### src/rtl/audio_pkg.sv
// Shared audio definitions for the channel mixer and its PWM DAC.
//   mix_state_e      : mixer sequencing states (idle, accumulate, output).
//   DEFAULT_SAMPLE_WIDTH : default width of one unsigned channel sample.
//   ATTEN_WIDTH      : width of one per-channel attenuation (right-shift) field.
//   acc_width()      : accumulator width that holds the sum of num_ch samples.
package audio_pkg;

  typedef enum logic [1:0] {
    StIdle,
    StAccum,
    StOutput
  } mix_state_e;

  localparam int unsigned DEFAULT_SAMPLE_WIDTH = 9;
  localparam int unsigned ATTEN_WIDTH          = 2;

  // The sum of num_ch values of sample_w bits never needs more than this.
  function automatic int unsigned acc_width(input int unsigned sample_w,
                                            input int unsigned num_ch);
    return sample_w + $clog2(num_ch);
  endfunction

endpackage

### src/rtl/pwm_dac.sv
// PWM DAC: free-running WIDTH-bit counter, level register and comparator.
// Only built with CHANNEL_MIXER_PWM_EN defined; the mixer is its sole user.
//   i_clk   : clock
//   i_rst   : synchronous active-high reset
//   i_level : requested level, sampled only at the end of a PWM period
//   o_pwm   : registered PWM output, duty = level / 2^WIDTH
`ifdef CHANNEL_MIXER_PWM_EN
module pwm_dac #(
  parameter int unsigned WIDTH = 10
) (
  input  logic             i_clk,
  input  logic             i_rst,
  input  logic [WIDTH-1:0] i_level,
  output logic             o_pwm
);

  logic [WIDTH-1:0] cnt_q, cnt_d;
  logic [WIDTH-1:0] level_q, level_d;
  logic             pwm_q, pwm_d;

  always_comb begin
    cnt_d   = cnt_q + WIDTH'(1);
    // Reload only on the last count so a period never mixes two levels.
    level_d = (cnt_q == '1) ? i_level : level_q;
    pwm_d   = (cnt_q < level_q);
  end

  always_ff @(posedge i_clk) begin
    if (i_rst) begin
      cnt_q   <= '0;
      level_q <= '0;
      pwm_q   <= 1'b0;
    end else begin
      cnt_q   <= cnt_d;
      level_q <= level_d;
      pwm_q   <= pwm_d;
    end
  end

  assign o_pwm = pwm_q;

endmodule
`endif

### src/rtl/channel_mixer.sv
// Channel mixer: snapshots NUM_CHANNELS unsigned samples on i_sample_stb, sums them one
// channel per clock with per-channel mute and right-shift attenuation, saturates to
// OUT_WIDTH and presents a held result with a one-cycle valid pulse.
// Optional PWM output when CHANNEL_MIXER_PWM_EN is defined.
//   i_clk, i_rst  : clock, synchronous active-high reset
//   i_sample_stb  : start-of-sample strobe (one cycle)
//   i_samples     : packed channel samples, ch0 in LSBs
//   i_mute        : per-channel mute (1 = contributes 0)
//   i_atten       : per-channel right shift 0..3, ch0 in LSBs
//   o_busy        : mix in progress
//   o_mix         : held mixed sample
//   o_mix_valid   : one-cycle pulse when o_mix updates
//   o_clip        : last result was saturated
//   o_overrun     : sticky, a strobe arrived while not idle
//   o_pwm         : PWM audio pin (CHANNEL_MIXER_PWM_EN only)
module channel_mixer
  import audio_pkg::*;
#(
  parameter int unsigned NUM_CHANNELS = 4,
  parameter int unsigned SAMPLE_WIDTH = DEFAULT_SAMPLE_WIDTH,
  parameter int unsigned OUT_WIDTH    = 10
) (
  input  logic                                i_clk,
  input  logic                                i_rst,
  input  logic                                i_sample_stb,
  input  logic [NUM_CHANNELS*SAMPLE_WIDTH-1:0] i_samples,
  input  logic [NUM_CHANNELS-1:0]             i_mute,
  input  logic [NUM_CHANNELS*ATTEN_WIDTH-1:0] i_atten,
  output logic                                o_busy,
  output logic [OUT_WIDTH-1:0]                o_mix,
  output logic                                o_mix_valid,
  output logic                                o_clip,
  output logic                                o_overrun
`ifdef CHANNEL_MIXER_PWM_EN
  ,
  output logic                                o_pwm
`endif
);

  localparam int unsigned AccW = acc_width(SAMPLE_WIDTH, NUM_CHANNELS);
  localparam int unsigned IdxW = (NUM_CHANNELS > 1) ? $clog2(NUM_CHANNELS) : 1;
  localparam int unsigned CmpW = (AccW > OUT_WIDTH) ? AccW : OUT_WIDTH;

  mix_state_e state_q, state_d;

  logic [NUM_CHANNELS*SAMPLE_WIDTH-1:0] samples_q, samples_d;
  logic [NUM_CHANNELS-1:0]              mute_q, mute_d;
  logic [NUM_CHANNELS*ATTEN_WIDTH-1:0]  atten_q, atten_d;
  logic [AccW-1:0]                      acc_q, acc_d;
  logic [IdxW-1:0]                      idx_q, idx_d;
  logic                                 busy_q, busy_d;
  logic [OUT_WIDTH-1:0]                 mix_q, mix_d;
  logic                                 valid_q, valid_d;
  logic                                 clip_q, clip_d;
  logic                                 overrun_q, overrun_d;

  logic [SAMPLE_WIDTH-1:0] cur_sample;
  logic [ATTEN_WIDTH-1:0]  cur_atten;
  logic [AccW-1:0]         contrib;
  logic [AccW-1:0]         acc_sum;
  logic [CmpW-1:0]         acc_ext;
  logic                    sat;

  always_comb begin
    state_d   = state_q;
    samples_d = samples_q;
    mute_d    = mute_q;
    atten_d   = atten_q;
    acc_d     = acc_q;
    idx_d     = idx_q;
    busy_d    = busy_q;
    mix_d     = mix_q;
    valid_d   = 1'b0;
    clip_d    = clip_q;
    overrun_d = overrun_q;

    // Datapath works only from the shadow copies taken at the strobe.
    cur_sample = samples_q[int'(idx_q)*SAMPLE_WIDTH +: SAMPLE_WIDTH];
    cur_atten  = atten_q[int'(idx_q)*ATTEN_WIDTH +: ATTEN_WIDTH];
    contrib    = mute_q[idx_q] ? '0 : AccW'(cur_sample >> cur_atten);
    acc_sum    = acc_q + contrib;
    acc_ext    = CmpW'(acc_sum);
    sat        = (acc_ext > CmpW'({OUT_WIDTH{1'b1}}));

    // Includes the output cycle: a strobe there is dropped too.
    if (i_sample_stb && (state_q != StIdle)) begin
      overrun_d = 1'b1;
    end

    unique case (state_q)
      StIdle: begin
        if (i_sample_stb) begin
          samples_d = i_samples;
          mute_d    = i_mute;
          atten_d   = i_atten;
          acc_d     = '0;
          idx_d     = '0;
          busy_d    = 1'b1;
          state_d   = StAccum;
        end
      end
      StAccum: begin
        acc_d = acc_sum;
        idx_d = idx_q + IdxW'(1);
        if (idx_q == IdxW'(NUM_CHANNELS - 1)) begin
          // Result is registered while entering StOutput so valid lands in that cycle.
          state_d = StOutput;
          busy_d  = 1'b0;
          valid_d = 1'b1;
          clip_d  = sat;
          mix_d   = sat ? {OUT_WIDTH{1'b1}} : acc_ext[OUT_WIDTH-1:0];
        end
      end
      StOutput: begin
        state_d = StIdle;
      end
      default: begin
        state_d = StIdle;
      end
    endcase
  end

  always_ff @(posedge i_clk) begin
    if (i_rst) begin
      state_q   <= StIdle;
      samples_q <= '0;
      mute_q    <= '0;
      atten_q   <= '0;
      acc_q     <= '0;
      idx_q     <= '0;
      busy_q    <= 1'b0;
      mix_q     <= '0;
      valid_q   <= 1'b0;
      clip_q    <= 1'b0;
      overrun_q <= 1'b0;
    end else begin
      state_q   <= state_d;
      samples_q <= samples_d;
      mute_q    <= mute_d;
      atten_q   <= atten_d;
      acc_q     <= acc_d;
      idx_q     <= idx_d;
      busy_q    <= busy_d;
      mix_q     <= mix_d;
      valid_q   <= valid_d;
      clip_q    <= clip_d;
      overrun_q <= overrun_d;
    end
  end

  assign o_busy      = busy_q;
  assign o_mix       = mix_q;
  assign o_mix_valid = valid_q;
  assign o_clip      = clip_q;
  assign o_overrun   = overrun_q;

`ifdef CHANNEL_MIXER_PWM_EN
  pwm_dac #(
    .WIDTH (OUT_WIDTH)
  ) u_pwm_dac (
    .i_clk   (i_clk),
    .i_rst   (i_rst),
    .i_level (mix_q),
    .o_pwm   (o_pwm)
  );
`endif

endmodule

### config.mk
export PLATFORM = sky130hd
export DESIGN_NAME = channel_mixer
export DESIGN_NICKNAME = d
export VERILOG_FILES = /design/src/rtl/audio_pkg.sv /design/src/rtl/pwm_dac.sv /design/src/rtl/channel_mixer.sv
export SDC_FILE = /design/constraint.sdc
export NUM_CORES = 1
export LEC_CHECK = 0
export ABC_AREA = 0
export ABC_CLOCK_PERIOD_IN_PS = 6900
export BUFFER_PORTS_ARGS = -buffer_cell sky130_fd_sc_hd__buf_4
export CAP_MARGIN = 20
export CORE_AREA = 2 2 100 102
export DETAILED_ROUTE_END_ITERATION = 7
export DIE_AREA = 0 0 102 104
export PLACE_DENSITY_LB_ADDON = 0.15
export RECOVER_POWER = 50
export SYNTH_ARGS = -nofsm -noshare
export SYNTH_HDL_FRONTEND = slang
export SYNTH_SLANG_ARGS = --single-unit
### constraint.sdc
create_clock -name i_clk -period 6.9 [get_ports i_clk]
set_clock_uncertainty 0.2 [all_clocks]
set_input_delay 1.38 -clock i_clk [delete_from_list [all_inputs] [get_ports i_clk]]
set_output_delay 1.38 -clock i_clk [all_outputs]
set_load 0.01 [all_outputs]
-- Word level (Yosys, flattened, before mapping)
Index checks and enable logic that the tools add are counted.
- register bits: 77
- output and inout port bits: 14
- word-level logic and storage cells: 49
- equality and inequality tests: 4
- bitwise logic cells: 1
- shifts and indexed selects: 3
- reductions and logical operators: 10
- multipliers: 1
- $lt $le $gt $ge: 2
- add/sub/neg operators: 2
- multiplexer cells: 15
- operators by type and width (operator ; count):
    $shiftx 36x7->9 ; 1
    $mux 11 ; 2
    $pmux 11 s2 ; 1
    $add 11x11->11 ; 1
    $gt 11x10->1 const B ; 1
    $shr 9x2->11 ; 1
    $mux 10 ; 1
    $pmux 2 s2 ; 2
    $reduce_and 2->1 ; 4
    $shiftx 8x4->2 ; 1
    $mul 2x4->6 const B ; 1
    $mux 2 ; 3
    $mux 1 ; 4
    $ne 2x2->1 const B ; 2
    $reduce_bool 2->1 ; 2
    $lt 2x3->1 const B ; 1
    $reduce_and 3->1 ; 1
    $add 2x1->2 const B ; 1
    $bmux 1 s2 ; 1
    $eq 2x1->1 const B ; 1
    $eq 2x2->1 const B ; 1
    $logic_not 2->1 ; 1
    $pmux 1 s2 ; 1
    $reduce_or 2->1 ; 1
    2 further kinds ; 2

-- Depth between registers and ports, before layout
Gate-level depths: netlist (run 1).
- word-level depth: 7
- depth in mapped cells: 14
- gate-level depth less buffers: 11

-- Worst setup path before layout (run 1)
No wires, ideal clock.
- kind: register to register
- start: register idx_q[0]
- end: register mix_q[0] (netlist: o_mix[0])
- required time: 6554 ps
- stages on the path, launching flop included: 14
- arrival: 3414 ps
- period minus slack after synthesis: 3761 ps
- slack: 3139 ps
- path buffers: 2
- cells stage by stage: dfxtp_1 -> buf_6 -> mux4_2 -> buf_6 -> mux4_2 -> nor2b_4 -> ha_1 -> inv_1 -> fa_1 -> and2b_1 -> o2111ai_1 -> a31oi_1 -> mux2i_1 -> a211oi_1
- longest elaborated chain between the ends: 7
- elaborated cells between the ends (all ways): 12
- those cells by class: 1 x add/sub; 1 x mul; 1 x order compare; 1 x eq/ne; 3 x shift; 4 x mux; 1 x reduce/logical
- RTL lines (element ; line ; RTL):
    from (decl) ; channel_mixer.sv:50 ; logic [IdxW-1:0] idx_q, idx_d;
    from (signal assigned) ; channel_mixer.sv:142 ; idx_q <= idx_d;
    $mul 2x4->6 ; channel_mixer.sv:78 ; cur_sample = samples_q[int'(idx_q)*SAMPLE_WIDTH +: SAMPLE_WIDTH];
    $shiftx 36x7->9 ; channel_mixer.sv:78 ;
    $shr 9x2->11 ; channel_mixer.sv:80 ; contrib = mute_q[idx_q] ? '0 : AccW'(cur_sample >> cur_atten);
    $mux 11 ; channel_mixer.sv:80 ;
    $add 11x11->11 ; channel_mixer.sv:81 ; acc_sum = acc_q + contrib;
    $gt 11x10->1 ; channel_mixer.sv:83 ; sat = (acc_ext > CmpW'({OUT_WIDTH{1'b1}}));
    $mux 10 ; channel_mixer.sv:111 ; mix_d = sat ? {OUT_WIDTH{1'b1}} : acc_ext[OUT_WIDTH-1:0];
    to (signal assigned) ; channel_mixer.sv:144 ; mix_q <= mix_d;
    to (decl) ; channel_mixer.sv:52 ; logic [OUT_WIDTH-1:0] mix_q, mix_d;
Several ways; a longest one is shown, not always the timed one. The select of a mux whose other input is x is not followed.
A chain may end at the register's enable or synchronous reset.

-- Worst setup path after layout (run 1)
- start: register idx_q[0]
- end: register mix_q[7] (netlist: o_mix[7])
The elaborated chain is that of the path after synthesis.

==> out/qor.yml, run 1 <==
yosys:
  yosysWarningCount: 0
  syn_area_um2: 3800
  synthArstFlopShare: 0
  synthCells: 460
  ys.flop_type: "dfxtp_1"
  synth_nets: 522
  ys_seq_elements: 77
  synth_edf_count: 0
  yosys.area.top_type_share: 0.406
  synth.area.top_cells: "dfxtp_1 (41%), nand2_1 (11%), a21oi_1 (8.6%), mux4_2 (5.9%), nor2_1 (3.8%)"
  synth_top_area_cell: "dfxtp_1"
  yosysUniqueCellTypes: 47
  synth_area_per_cell_um2: 8.26
  seq_area_frac_synth: 0.406
clock_network:
  cts_resized: 0
  h-tree-depth: 3
  cts_tree: "done"
  ctsHoldBuffers: 0
  clock_latency_ns: 0.35
  cts_buffer_depth: 2
  post_cts_buffers: 0
  clock-sinks: 77
  cts_inserted_buffers: 9
  root_buffer: "clkbuf_8"
  clk_pin_slew_ns: 0.08
outcome:
  status: "finished, violations left"
  failed_checks: "max-capacitance violations, max-slew violations"
power:
  pwr_density_cell_nw_per_um2: 215
  power_switching_share: 0.288
  leakagePower_nw: 1.77
  p_comb_frac: 0.167
  internal_power_w: 0.000678
  power_frac_clock: 0.328
  ir_drop_v: 0.0000897
  power_frac_seq: 0.506
  switching_power_w: 0.000274
global_route:
  grt_max_degree: 79
  antenna_found_initial: 0
  grt_pass1_wl_um: 14600
  grtUsageTotal: 0.172
  grt_overflow_total: 0
  grt_pass1_vias: 2996
worst_setup_path:
  cp.required_ns: 6.77
  crit_fanout: 15
  worst-setup-path-type: "register to register"
  startpoint_type: "register"
  critPathArrivalTime_ns: 4.70
  end_kind: "register"
die:
  ios: 65
  die_h_um: 104
  die_w_um: 102
  core_area_um2: 9550
  std_cell_rows: 36
  dieArea_um2: 10600
  initial_core_util: 0.398
drt:
  drc: 0
  dr.first_iter.drc_count: 155
  dr.pass1.iters: 4
  finalWirelength_um: 8700
  viasPerCell: 5.09
  vias: 3259
  wl_per_cell_um: 13.6
  ant_nets: 0
cells_and_area:
  stdcell_count: 640
  final_common_cell: "nand2_1"
  postLayoutCellArea_um2: 4440
  final_nets: 564
  diodes: 0
  mostFrequentLayoutCells: "nand2_1 (111), dfxtp_1 (77), a21oi_1 (65)"
  areaGrowthSynthToFinish_pct: 16.7
  drive_gt1_frac: 0.162
  num-fill-cells: 974
timing:
  layout_min_cycle_time_ns: 4.82
  finalCritPeriodShare: 0.699
  finalSetupViolations: 0
  slew_violations: 79
  rsz0062_at_grt: "no"
  slew_headroom: -1.20
  fmax_mhz: 207
  setup_tns_ns: 0
  finalHoldViolCount: 0
  tightestPinTransition_ns: 3.30
  holdWs_ns: 0.254
placement:
  gp_congestion: 0.828
  portBuffers: 64
  numPlacedInstances: 623
  hpwlAfterDp_um: 6120
  dpl_cell_area_um2: 4300
min_path:
  hp-class: "register to register"
run:
  drv_cap: 1
-- synthesized netlist by cell type, types with 2 or more instances --
library cell    n
buf_2           3
dfxtp_1        77
nor3b_1         2
a31oi_1         5
mux4_1          3
and3_1          2
or3_1           4
o2111a_1        2
nor2b_1         3
nor2_1         38
nand3_1        13
a211oi_1       15
or2_2           2
a21oi_1        65
a21o_1          6
nand4_1         3
o21ai_0         6
mux2i_1         6
nand4b_1        2
mux4_2         10
inv_1           6
and2b_1         3
o31ai_1         4
xor2_1          2
o211ai_1        2
and2_1          3
mux2_2          2
ha_1           10
buf_1           4
clkbuf_1       24
nand2_1       112
buf_6           3
nand2b_1        3
nor3_1          2
-- flip-flops by register name (all words and copies together) (netlist names) --
name and cells:
idx_q 2, mute_q 4, o_mix_valid 1, o_clip 1, atten_q 8, acc_q 11, state_q 2, samples_q 36
o_overrun 1, o_busy 1, o_mix 10
-- worst paths after layout --
kind,from,end,slack [ns],cells past startpoint
max,idx_q[0],o_mix[7],2.08,11
min,samples_q[17],samples_q[17],0.25,2
max reg2reg,idx_q[0],o_mix[7],2.08,11
min reg2reg,samples_q[17],samples_q[17],0.25,2
-- critical path: stages (launching register included) --
cell	delay [ns]
dfxtp_1	0.88
mux4_2	0.74
mux4_2	0.39
nor2b_4	0.13
ha_1	0.16
inv_1	0.05
fa_1	0.40
and2b_1	0.25
o2111ai_1	0.15
a31oi_1	0.35
mux2i_1	0.68
a211oi_1	0.17
-- per-stage QoR --
stage,power [W],worst slack [ns],util
2_1_floorplan,0.000601,3.14,-
3_3_place_gp,0.000649,2.26,0.450
3_5_place_dp,0.000651,2.17,0.450
4_1_cts,0.000962,2.14,0.468
5_1_grt,0.00101,1.63,0.464
6_report,0.000952,2.08,0.464
-- power groups by stage --
stage	combinational (W)	clock (W)	sequential, W
floorplan	0.000117	0	0.000485
detailed placement	0.000158	0	0.000493
global route	0.000180	0.000344	0.000485
CTS	0.000159	0.000321	0.000482
global placement	0.000156	0	0.000492
finish	0.000159	0.000312	0.000482
-- per-layer routing --
| layer | track usage | share of wire | vias up |
|---|---|---|---|
| met5 | 0 | 0 | - |
| met4 | 0.0514 | 0.012 | 0 |
| met3 | 0.0383 | 0.037 | 9 |
| met2 | 0.266 | 0.46 | 58 |
| met1 | 0.240 | 0.49 | 1501 |
| li1 | - | - | 1691 |
-- area by class of cell --
class	instances	area, um2	area share
clock buffers	11	141	0.0319
multi-input cells	343	2090	0.470
repair buffers	65	444	0.100
inverters	6	22.5	0.00508
well taps	133	166	0.0375
flip-flops and latches	77	1540	0.348
clock inverters	5	33.8	0.00762
-- logic make-up (layout without fill, tap and decap cells) --
group                      count (synthesis)  in the layout  synth area share
and+or+nand+nor                          198            198             0.229
AOI/OAI and AO/OA                        111            111             0.174
DFF                                       77             77             0.406
buffers and inverters                     40             87            0.0464
muxes                                     21             21             0.102
adders and majority gates                 11             11            0.0382
xor gates and xnor gates                   2              2           0.00461
(Power assumes the default switching activity.)
==> run 2: changes to the inputs <==
--- a/config.mk
+++ b/config.mk
@@ -6,7 +6,7 @@
 export NUM_CORES = 1
 export LEC_CHECK = 0
 export ABC_AREA = 0
-export ABC_CLOCK_PERIOD_IN_PS = 6900
+export ABC_CLOCK_PERIOD_IN_PS = 4300
 export BUFFER_PORTS_ARGS = -buffer_cell sky130_fd_sc_hd__buf_4
 export CAP_MARGIN = 20
 export CORE_AREA = 2 2 100 102
==> constraint.sdc (replaced) <==
create_clock -name i_clk -period 4.3 [get_ports i_clk]
set_clock_uncertainty 0.2 [all_clocks]
set_input_delay 0.86 -clock i_clk [delete_from_list [all_inputs] [get_ports i_clk]]
set_output_delay 0.86 -clock i_clk [all_outputs]
set_load 0.01 [all_outputs]
==> run 2 against run 1 <==
Net effect: the flow still finishes with violations (max-capacitance violations, max-slew violations); via count grew 0.80%; clock power grew 93%; worst setup slack lost 1.7 ns; register-to-register slack lost 1.7 ns; largest cell class unchanged; critical path depth grew 2; non-clock buffer count grew 3; sequential power grew 59%.
==> out/qor.yml, run 2 (synthesized netlist as in run 1, its figures left out) <==
outcome:
  status: "finished, violations left"
  failed_checks: "max-capacitance violations, max-slew violations"
timing:
  finalHoldViolCount: 0  # unchanged
  tightestPinTransition_ns: 2.32  # -0.977 ns
  slew_headroom: -0.550  # +0.651
  finalWorstSetupSlack_ns: 0.354  # -1.72 ns
  layout_min_cycle_time_ns: 3.95  # -0.878 ns
  setup_tns_ns: 0  # unchanged
  fmax_mhz: 253  # +22%
  holdWs_ns: 0.252  # -0.00135 ns
  finalSetupViolations: 0  # unchanged
  rsz0062_at_grt: "no"
  finalCritPeriodShare: 0.918  # +0.219
  slew_violations: 52  # -34%
clock_network:
  cts_buffer_depth: 2  # unchanged
  cts_inserted_buffers: 9  # unchanged
  cts_tree: "done"
  ctsHoldBuffers: 0  # unchanged
  clk_pin_slew_ns: 0.08  # about the same
  root_buffer: "clkbuf_8"
  cts_resized: 0  # unchanged
  h-tree-depth: 3  # unchanged
  clock_latency_ns: 0.34  # about the same
  post_cts_buffers: 0  # unchanged
  clock-sinks: 77  # unchanged
die:
  die_h_um: 104  # unchanged
  dieArea_um2: 10600  # unchanged
  std_cell_rows: 36  # unchanged
  ios: 65  # unchanged
  die_w_um: 102  # unchanged
  core_area_um2: 9550  # unchanged
  initial_core_util: 0.398  # unchanged
cells_and_area:
  largest_reg_flops: 36  # unchanged
  areaGrowthSynthToFinish_pct: 18.3
  fin_util: 0.471  # +0.00642
  final_nets: 567  # +0.53%
  multi_input_area_um2: 2080  # about the same
  regMostFlops: "samples_q"
  num-fill-cells: 1020  # +4.7%
  area.sequential_um2: 1540  # unchanged
  mostFrequentLayoutCells: "nand2_1 (111), dfxtp_1 (77), a21oi_1 (65)"
  final_common_cell: "nand2_1"
  stdcell_count: 643  # +0.47%
  diodes: 0  # unchanged
  drive_gt1_frac: 0.163  # +0.00101
placement:
  pre_cts_slack_ns: 0.357  # -1.81 ns
  portBuffers: 64  # unchanged
  numPlacedInstances: 626  # +0.48%
  gp_congestion: 0.851  # +2.8%
  hpwlAfterDp_um: 6190  # +1.2%
power:
  pwr_density_cell_nw_per_um2: 363  # +69%
  power_frac_clock: 0.369  # +0.041
  leakagePower_nw: 1.80  # +1.7%
  internal_power_w: 0.00119  # +76%
  switching_power_w: 0.000440  # +61%
  p_comb_frac: 0.161  # -0.006
  power_frac_seq: 0.470  # -0.036
  power_switching_share: 0.269  # -0.0184
  ir_drop_v: 0.000163  # +81%
worst_setup_path:
  startpoint_type: "register"
  critPathArrivalTime_ns: 4.01  # -0.69 ns
  worst-setup-path-type: "register to register"
  cp.required_ns: 4.36  # -2.41 ns
  crit_fanout: 10  # -5
  end_kind: "register"
drt:
  dr.pass1.iters: 4  # unchanged
  dr.first_iter.drc_count: 146  # -5.8%
  finalWirelength_um: 8790  # +1.0%
  viasPerCell: 5.11  # +0.33%
  wl_per_cell_um: 13.7  # +0.56%
  ant_nets: 0  # unchanged
  drc: 0  # unchanged
  vias: 3285  # +0.80%
global_route:
  antenna_found_initial: 0  # unchanged
  grtUsageTotal: 0.172  # about the same
  grt_pass1_wl_um: 14500  # -0.28%
  grt_pass1_vias: 3055  # +2.0%
  grt_max_degree: 79  # unchanged
  grt_overflow_total: 0  # unchanged
min_path:
  hp-class: "register to register"
run:
  drv_cap: 1  # unchanged
run 2: per-layer routing:
layer | up-vias | track usage | wire length (um)
met1 | 1522 | 0.247 | 4300
li1 | 1696 | - | -
met3 | 7 | 0.0430 | 381
met5 | - | 0 | 0
met4 | 0 | 0.0438 | 92
met2 | 60 | 0.258 | 4010
run 2: cell type report:
cell class	instances	share of cell area
Clock inverter	5	0.0186
Sequential cell	77	0.343
Tap cell	133	0.0370
Timing Repair Buffer	68	0.104
Multi-Input combinational cell	343	0.464
Inverter	6	0.00501
Clock buffer	11	0.0292
run 2: power by group through the flow:
stage               Sequential [W]  Clock [W]  Combinational, W
floorplan                 0.000777          0          0.000188
global placement          0.000786          0          0.000256
detailed placement        0.000786          0          0.000261
CTS                       0.000769   0.000621          0.000261
global route              0.000773   0.000655          0.000296
finish                    0.000768   0.000603          0.000263
run 2: per-stage QoR:
stage | total power [W] | instance area [um2]
5_1_grt | 0.00172 | 4500
3_5_place_dp | 0.00105 | 4320
2_1_floorplan | 0.000965 | 3800
3_3_place_gp | 0.00104 | 4320
4_1_cts | 0.00165 | 4530
6_report | 0.00163 | 4500
run 2: path summary, 6_finish.rpt:
check	start	endpoint	slack [ns]	depth (start not counted)
worst max-delay path	idx_q[0]	o_mix[1]	0.35	13
worst min-delay path	o_overrun	o_overrun	0.25	2
worst max register to register	idx_q[0]	o_mix[1]	0.35	13
worst min register to register	o_overrun	o_overrun	0.25	2
run 2: critical path, stage by stage, from the launching register on:
cell and delay [ns]:
dfxtp_1 0.47, buf_4 0.28, mux4_1 0.63, mux4_2 0.48, nor2b_4 0.14, ha_1 0.19, inv_1 0.07, fa_1 0.19
and2b_1 0.22, o2111ai_1 0.24, a31oi_1 0.19, mux2i_1 0.15, buf_4 0.18, a211oi_1 0.22
